==> src/rtl/cordic_buf_pkg.sv <==
// Shared defaults and helpers for the CORDIC stream buffer.
package cordic_buf_pkg;

  localparam int DEF_DATA_W    = 32;
  localparam int DEF_DEPTH_IN  = 4;
  localparam int DEF_DEPTH_OUT = 4;

  // Wide enough for any DATA_W in use; sliced down to the word width by users.
  localparam logic [63:0] DATA_RST = '0;

  function automatic int clog2(input int value);
    int result;
    result = 0;
    for (int i = 0; i < 31; i++) begin
      if ((1 << i) < value) result = i + 1;
    end
    return result;
  endfunction

endpackage

==> src/rtl/cordic_sync_fifo.sv <==
// Show-ahead synchronous FIFO; full/empty derive from the registered count and
// the head output holds the last popped word while the FIFO is empty.
module cordic_sync_fifo
  import cordic_buf_pkg::*;
#(
  parameter int WIDTH = DEF_DATA_W,
  parameter int DEPTH = DEF_DEPTH_IN
) (
  input  logic                        clk_i,
  input  logic                        rst_i,
  input  logic                        wr_en_i,
  input  logic [WIDTH-1:0]            wr_data_i,
  input  logic                        rd_en_i,
  output logic [WIDTH-1:0]            rd_data_o,
  output logic [clog2(DEPTH+1)-1:0]   count_o,
  output logic                        full_o,
  output logic                        empty_o
);

  localparam int PW = clog2(DEPTH);
  localparam int CW = clog2(DEPTH + 1);
  localparam logic [CW-1:0] FULL_COUNT = DEPTH[CW-1:0];

  logic [WIDTH-1:0] mem_q [DEPTH];
  logic [PW-1:0]    wr_ptr_q, rd_ptr_q;
  logic [CW-1:0]    count_q, count_d;
  logic [WIDTH-1:0] last_q;
  logic             wr_acc, rd_acc;

  assign full_o  = (count_q == FULL_COUNT);
  assign empty_o = (count_q == '0);
  assign count_o = count_q;
  // A push while full is dropped even if a pop frees a slot this same cycle.
  assign wr_acc  = wr_en_i && !full_o;
  assign rd_acc  = rd_en_i && !empty_o;

  assign rd_data_o = empty_o ? last_q : mem_q[rd_ptr_q];

  always_comb begin
    // NOTE: default first so every path assigns count_d and no latch is inferred.
    count_d = count_q;
    if (wr_acc && !rd_acc)      count_d = count_q + CW'(1);
    else if (!wr_acc && rd_acc) count_d = count_q - CW'(1);
  end

  always_ff @(posedge clk_i or posedge rst_i) begin
    // NOTE: non-blocking assignments so every register samples pre-edge values.
    if (rst_i) begin
      wr_ptr_q <= '0;
      rd_ptr_q <= '0;
      count_q  <= '0;
      last_q   <= WIDTH'(DATA_RST);
    end else begin
      count_q <= count_d;
      if (wr_acc) wr_ptr_q <= wr_ptr_q + PW'(1);
      if (rd_acc) begin
        rd_ptr_q <= rd_ptr_q + PW'(1);
        last_q   <= mem_q[rd_ptr_q];
      end
    end
  end

  // NOTE: storage is not reset; the count gates every read so stale contents are never visible.
  always_ff @(posedge clk_i) begin
    if (wr_acc) mem_q[wr_ptr_q] <= wr_data_i;
  end

endmodule

==> src/rtl/cordic_stream_buffer.sv <==
// Decoupling buffer between the AHB-Lite CORDIC bridge and the CORDIC core, with
// credit-based issue. Optional sticky drop flag: CORDIC_BUF_OVF_FLAG_EN.
module cordic_stream_buffer
  import cordic_buf_pkg::*;
#(
  parameter int DATA_W    = DEF_DATA_W,
  parameter int DEPTH_IN  = DEF_DEPTH_IN,
  parameter int DEPTH_OUT = DEF_DEPTH_OUT
) (
  input  logic              HCLK,
  input  logic              HRESET,
  input  logic [DATA_W-1:0] in_interface,
  input  logic              valid_in_interface,
  output logic              in_full,
  output logic [DATA_W-1:0] out_interface,
  output logic              valid_out_interface,
  input  logic              rd_pop,
  output logic              empty,
  output logic              busy,
  output logic [DATA_W-1:0] core_in_data,
  output logic              core_in_valid,
  input  logic              core_in_ready,
  input  logic [DATA_W-1:0] core_out_data,
  input  logic              core_out_valid,
  output logic              overflow
);

  localparam int ICW = clog2(DEPTH_IN + 1);
  localparam int OCW = clog2(DEPTH_OUT + 1);
  localparam logic [OCW:0] CREDIT_MAX = DEPTH_OUT[OCW:0];

  logic [ICW-1:0] in_count;
  logic           in_empty;
  logic [OCW-1:0] out_count;
  logic           out_full;
  logic [OCW-1:0] inflight_q, inflight_d;
  logic [OCW:0]   credit_sum;
  logic           issue, ret;

  cordic_sync_fifo #(.WIDTH(DATA_W), .DEPTH(DEPTH_IN)) u_in_fifo (
    .clk_i(HCLK), .rst_i(HRESET),
    .wr_en_i(valid_in_interface), .wr_data_i(in_interface),
    .rd_en_i(issue), .rd_data_o(core_in_data),
    .count_o(in_count), .full_o(in_full), .empty_o(in_empty)
  );

  cordic_sync_fifo #(.WIDTH(DATA_W), .DEPTH(DEPTH_OUT)) u_out_fifo (
    .clk_i(HCLK), .rst_i(HRESET),
    .wr_en_i(ret), .wr_data_i(core_out_data),
    .rd_en_i(rd_pop), .rd_data_o(out_interface),
    .count_o(out_count), .full_o(out_full), .empty_o(empty)
  );

  // Every issued word must already own an output slot: the core cannot be stalled.
  assign credit_sum    = {1'b0, inflight_q} + {1'b0, out_count};
  assign core_in_valid = !in_empty && (credit_sum < CREDIT_MAX);
  assign issue         = core_in_valid && core_in_ready;
  // Results with no matching credit (stale after reset) are discarded.
  assign ret           = core_out_valid && (inflight_q != '0) && !out_full;

  assign valid_out_interface = !empty;
  assign busy                = (in_count != '0) || (inflight_q != '0);

  always_comb begin
    inflight_d = inflight_q;
    if (issue && !ret)      inflight_d = inflight_q + OCW'(1);
    else if (!issue && ret) inflight_d = inflight_q - OCW'(1);
  end

  always_ff @(posedge HCLK or posedge HRESET) begin
    if (HRESET) inflight_q <= '0;
    else        inflight_q <= inflight_d;
  end

`ifdef CORDIC_BUF_OVF_FLAG_EN
  logic ovf_q, ovf_d;

  assign ovf_d = ovf_q || (valid_in_interface && in_full) || (core_out_valid && !ret);

  always_ff @(posedge HCLK or posedge HRESET) begin
    if (HRESET) ovf_q <= 1'b0;
    else        ovf_q <= ovf_d;
  end

  assign overflow = ovf_q;
`else
  assign overflow = 1'b0;
`endif

endmodule

==> config.mk <==
export PLATFORM = sky130hd
export DESIGN_NAME = cordic_stream_buffer
export DESIGN_NICKNAME = d
export VERILOG_FILES = /design/src/rtl/cordic_buf_pkg.sv /design/src/rtl/cordic_sync_fifo.sv /design/src/rtl/cordic_stream_buffer.sv
export SDC_FILE = /design/constraint.sdc
export NUM_CORES = 1
export LEC_CHECK = 0
export ABC_AREA = 1
export CORE_UTILIZATION = 57
export DETAILED_ROUTE_END_ITERATION = 8
export PLACE_DENSITY = 0.8
export SLEW_MARGIN = 10
export SYNTH_ARGS = -nofsm -noshare
export SYNTH_HDL_FRONTEND = slang
export SYNTH_SLANG_ARGS = --single-unit
==> constraint.sdc <==
create_clock -name HCLK -period 3.2 [get_ports HCLK]
set_input_delay 0.64 -clock HCLK [delete_from_list [all_inputs] [get_ports HCLK]]
set_output_delay 0.64 -clock HCLK [all_outputs]
set_load 0.05 [all_outputs]
==> impl_metrics.env <==
export IMPL_clockBufferDepth=3
export IMPL_max_freq_ghz=0.3285
export IMPL_grt_max_degree=67
export IMPL_overflow=0
export IMPL_criticalPathCategory="flip-flop to output port"
export IMPL_grt_total_usage=0.2588
export IMPL_syn_num_nets=1518
export IMPL_yosysSeqAreaShare=0.6686
export IMPL_worst_path_max_fanout=29
export IMPL_synthCells=1432
export IMPL_dieArea_um2=26130
export IMPL_ys_types=30
export IMPL_ys_top_cells_by_count="nand2_1, edfxtp_1, nand3_1, inv_1, dfrtp_1"
export IMPL_grt_pass1_vias=10620
export IMPL_core_rowCount=58
export IMPL_coreArea_um2=25110
export IMPL_fin_nets=1653
export IMPL_netlist_top_cells_area="edfxtp_1, nand2_1, dfrtp_1, nand3_1, inv_1"
export IMPL_drt_iter0_markers=941
export IMPL_cp_start_kind="flip-flop"
export IMPL_worst_ep_required_time_ns=2.56
export IMPL_io_buffer_count=138
export IMPL_synth_seq_cells=337
export IMPL_min_period_ns=3.044
export IMPL_maxSlewViolCount=0
export IMPL_postRouteAntennaNets=0
export IMPL_period_share=0.9514
export IMPL_cts_resized=0
export IMPL_cp_top_family="buffers and inverters"
export IMPL_num_io_pins=140
export IMPL_crit_buf_inv=3
export IMPL_area_delta_synth_final_pct=24.15
export IMPL_dr_pass1_iters=5
export IMPL_chipWidth_um=161.7
export IMPL_crit_chain="inv_2, buf_4, nand2_1, nand3_1, nand2_1, o21ai_1, buf_12"
export IMPL_final_layout_size_suffix_gt1_frac=0.1097
export IMPL_numCtsBuffers=36
export IMPL_synth_top_area_cell="edfxtp_1"
export IMPL_ys_flop_type="edfxtp_1"
export IMPL_maxCapViolations=0
export IMPL_cts_setup_buffers=0
export IMPL_hpwl_mm=19.43
export IMPL_gp_congestion=0.7767
export IMPL_grt_pass1_wl_mm=52.50
export IMPL_tns_ns=0
export IMPL_route_detailed_drc=0
export IMPL_syn_area_um2=14530
export IMPL_netlist_area_leader_share=0.5291
export IMPL_hold_path_class="flip-flop to flip-flop"
export IMPL_n_antenna_cell=0
export IMPL_clk_pin_slew_ns=0.06
export IMPL_wl_per_cell_um=17.17
export IMPL_synth_edf_count=256
export IMPL_async_reset_ff_frac=0.2404
export IMPL_tightest_slew_ns=0.8607
export IMPL_antenna_found_initial=0
export IMPL_routed_wl_mm=33.06
export IMPL_end_kind="output port"
export IMPL_cp_common_cell="nand2_1"
export IMPL_timing_final_hold_violations=0
export IMPL_cts_sinks=337
export IMPL_skew_ns=0.02297
export IMPL_start_util=0.5786
export IMPL_max_slew_margin=0.4256
export IMPL_ys_warn_count=0
export IMPL_slowest_stage="inv_2"
export IMPL_syn_avg_cell_area_um2=10.15
export IMPL_finalSetupViolations=0
export IMPL_routed_via_density=5.424
export IMPL_h_tree_depth=2
export IMPL_root_buffer="clkbuf_16"
export IMPL_worst_skew_pair_late_latency_ns=0.52
export IMPL_vias=10440
export IMPL_arrival_ns=2.40
export IMPL_cts_tree="yes"
export IMPL_synth_most_common_cell="nand2_1"
export IMPL_critPathMaxStageDelay_ns=0.41
export IMPL_die_y_um=161.7
export IMPL_outcome="completed"
export IMPL_rsz0062_at_grt="false"
export IMPL_hold_buffers=0
registers in the layout (all words and copies together) (netlist names):
signal and count:
u_in_fifo.rd_ptr_q 2, u_out_fifo.wr_ptr_q 2, u_in_fifo.count_o 3, u_out_fifo.rd_ptr_q 2
u_in_fifo.wr_ptr_q 2, u_out_fifo.last_q 32, u_out_fifo.count_o 3, u_in_fifo.last_q 32
u_out_fifo.mem_q 128, u_in_fifo.mem_q 128, inflight_q 3
final cells by class:
class	count	area (um^2)
Sequential cell	337	9717
Clock inverter	18	193.9
Fill cell	1651	7072
Clock buffer	48	987.2
Tap cell	330	412.9
Multi-Input combinational cell	860	3801
Inverter	163	613.1
Timing Repair Buffer	169	2312
worst min-delay path, delay by kind of cell, from the launching register on:
family,cells,cell delay (ns)
flip-flops,1,0.33
AND/OR/NAND/NOR,2,0.11
final timing paths:
path,end,start,slack (ns),cells after the start
worst max-delay path,out_interface[10],u_out_fifo.rd_ptr_q[0],0.16,7
worst min-delay path,u_in_fifo.last_q[13],u_in_fifo.last_q[13],0.48,2
worst max register to register,inflight_q[2],u_in_fifo.count_o[0],0.71,11
worst min register to register,u_in_fifo.last_q[13],u_in_fifo.last_q[13],0.48,2
max in group asynchronous,u_out_fifo.last_q[25],HRESET,1.94,3
min in group asynchronous,u_out_fifo.last_q[4],HRESET,0.51,2
kinds of logic after synthesis:
| logic type | after synthesis | share of synthesized area |
|---|---|---|
| buffers and inverters | 236 | 0.07156 |
| AOI/OAI and AO/OA | 69 | 0.02377 |
| adders and majority gates | 16 | 0.01533 |
| and+or+nand+nor | 764 | 0.2149 |
| DFF | 337 | 0.6686 |
| xor gates and xnor gates | 8 | 0.004822 |
| other | 1 | 0.0002581 |
| muxes | 1 | 0.0007750 |
metal layers:
layer  track usage  part of all wire  vias to the layer above
li1              -                 -                     4899
met2        0.4402              0.51                      424
met1        0.3271              0.39                     5046
met5             0                 0                        -
met4        0.1123             0.029                        0
met3       0.04699             0.071                       72
per-stage QoR:
stage | cell area [um^2] | setup WS (ns) | instances | utilization | hold slack, ns
finish | 18040 | 0.1556 | 1925 | 0.7184 | 0.4767
global placement | 16850 | 0.5792 | 1858 | 0.6711 | 0.4619
global route | 18040 | 0.02407 | 1925 | 0.7184 | 0.5006
floorplan | 14530 | 0.4799 | 1432 | - | 0.4494
CTS | 18030 | 0.06073 | 1924 | 0.7181 | 0.4811
detailed placement | 16850 | 0.5176 | 1858 | 0.6711 | 0.4654
cells in the final DEF, fill, tap and decap left out, drive strengths merged:
cell,Yosys,final
a21oi,3,3
buf,59,97
bufinv,0,4
clkbuf,14,48
clkdlybuf4s50,0,72
clkinv,0,12
conb,1,1
dfrtp,81,81
edfxtp,256,256
fa,3,3
ha,13,13
inv,163,165
mux2,1,1
nand2,573,573
nand3,166,166
nand4,3,3
nor2,21,22
o21ai,66,66
or2,1,1
xnor2,4,4
xor2,4,4
Power is left out: the tool's default activity adds up to more than one toggle a clock period on the data nets, which glitch-free logic cannot reach.
==> patch: new RTL, same flow settings <==
Set the package constant `DEF_DEPTH_OUT` to 2 (it was 4).
--- a/src/rtl/cordic_buf_pkg.sv
+++ b/src/rtl/cordic_buf_pkg.sv
@@ -5,3 +5,3 @@
   localparam int DEF_DEPTH_IN  = 4;
-  localparam int DEF_DEPTH_OUT = 4;
+  localparam int DEF_DEPTH_OUT = 2;
 
Behaviour: not the same (a bounded check fails within 4 cycles, from zero or initial values and one cycle with HRESET high).
==> patch against the original RTL <==
  * Cell area decreased by 22%
  * Worst setup slack improved by 0.13 ns
  * Routed wire length decreased by 24%
  * Utilization decreased by 2.3 points
  * First-iteration DRC count decreased by 43%
  * Sequential cell count decreased by 68
  * Synthesized area decreased by 19%
  * Die area decreased by 19%
  * Global-route usage decreased by 1.9 points
  * Maximum frequency increased by 4.3%
  * Synthesized cell count decreased by 16%
  * Critical endpoint is now out_interface[6]
Power is left out: the tool's default activity adds up to more than one toggle a clock period on the data nets, which glitch-free logic cannot reach.
==> patch: results (changes against the original RTL) <==
** Outcome
- The flow ran to the end, and the final reports show no timing, DRC or antenna violations.

** Yosys
- The fraction of synthesis flops using an asynchronous set or reset pin was 28.6% (+4.6 points).
- The share of synthesized cell area in full adder, half adder and majority cells came to 1.09% (-0.45 points).
- By count the netlist is led by nand2_1, inv_1, edfxtp_1, o21ai_1, dfrtp_1.
- The parity-gate share of the synthesized area counting xor and xnor cells is 0.746% (+0.26 points).
- The post-synthesis mux area share was 0.0959% (+0.018 points).
- The number of enable flip-flop cells after synthesis is 192 (-25%).
- Complex-gate fraction of the synthesized area :: 4.18% (+1.8 points)
- The number of nets in the synthesized netlist is 1286 (-15%).
- Yosys attributes the largest share of cell area to edfxtp_1, dfrtp_1, nand2_1.
- The register area share after synthesis came to 65.5% (-1.4 points).
- Syn Area/Cell :: 9.73 sq um (-4.1%)

** Worst setup path
- Stage delay of the slowest cell on the critical path :: 0.74 ns (+0.33 ns)
- In this run the critical register-to-register path is captured at u_in_fifo.count_o[1].
- The worst endpoint data arrival time was 2.28 ns (-0.12 ns).
- The cell depth of the worst flop-to-flop path was 9 (-2).
- The slowest stage of the critical path belongs to the cell dfrtp_2.
- CP endpoint :: out_interface[6]
- Launch point of the worst path :: u_out_fifo.rd_ptr_q

** Finish
- The final-layout fill cell count was 1417 (-14%).
- The share of cells above drive strength 1 came to 11.1% (+0.13 points).
- Nets@finish :: 1419 (-14%)
- Regs by FF count :: u_in_fifo.mem_q: 128 flops, u_out_fifo.mem_q: 64 flops
- Flip-flop count of the largest register after layout :: 128
- Diodes inserted :: 0 (unchanged)

** GRT
- Maximum number of pins on one net before global-route repair :: 65 (-3.0%)
- The overall routing resource usage is 24.0% (-1.9 points).
- The wire length of the first global-routing pass came to 40.2 mm (-23%).

** Placement
- Placed cell areas :: 13200 sq um (-22%)
- Cell Count Post-Placement :: 1581 (-15%)
- Pre-CTS worst setup slack :: 0.577 ns (+0.0590 ns)
- The total half-perimeter wirelength after legalization and detailed placement was 15.4 mm (-21%).
- Placer congestion estimate :: 0.801 (+3.2%)

** Route
- Drt first-iter violations :: 534 (-43%)
- Via density per instance :: 5.08 (-6.3%)
- Via Count :: 8283 (-21%)

** Clocking
- H-Tree Depth :: 1 (-1)
- TritonCTS buffer count :: 27 (-25%)

** STA
- Fin Hold WS :: 0.414 ns (-0.0626 ns)
- The post-route minimum period came to 2.92 ns (-0.126 ns).
- The normalized max-slew margin is 50.3% (+7.7 points).
- Clock Skews :: 0.0159 ns (-0.00707 ns)

** Hold path
- In this run the worst hold path is classified as input port to asynchronous set/reset pin.
## patch: changes by cell type in the layout (fill, tap and decap cells not counted), moves of 8 or more
cell	delta
nand2_1	-106
nand3_1	-99
buf_12	-67
edfxtp_1	-64
buf_4	+56
inv_1	+53
o21ai_1	+44
o21ai_0	-12
nor2_1	-10
clkbuf_16	-9
nor2_2	-8
## patch: metal layers
layer / vias up / track usage (%) / wire length [um]
li1: 4022 / - / -
met1: 3930 / 30.6 / 10300
met2: 279 / 41.3 / 12500
met3: 52 / 3.54 / 1600
met4: 0 / 9.79 / 752
met5: - / 0 / 0
## patch: final cells by class
type / instances / area, sq um / share of cell area (%)
flip-flops and latches: 269 / 7690 / 54.7
multi-input cells: 665 / 2950 / 20.9
well taps: 270 / 338 / 2.40
clock buffers: 38 / 768 / 5.46
clock inverters: 11 / 110 / 0.782
repair buffers: 158 / 1390 / 9.88
inverters: 219 / 826 / 5.87
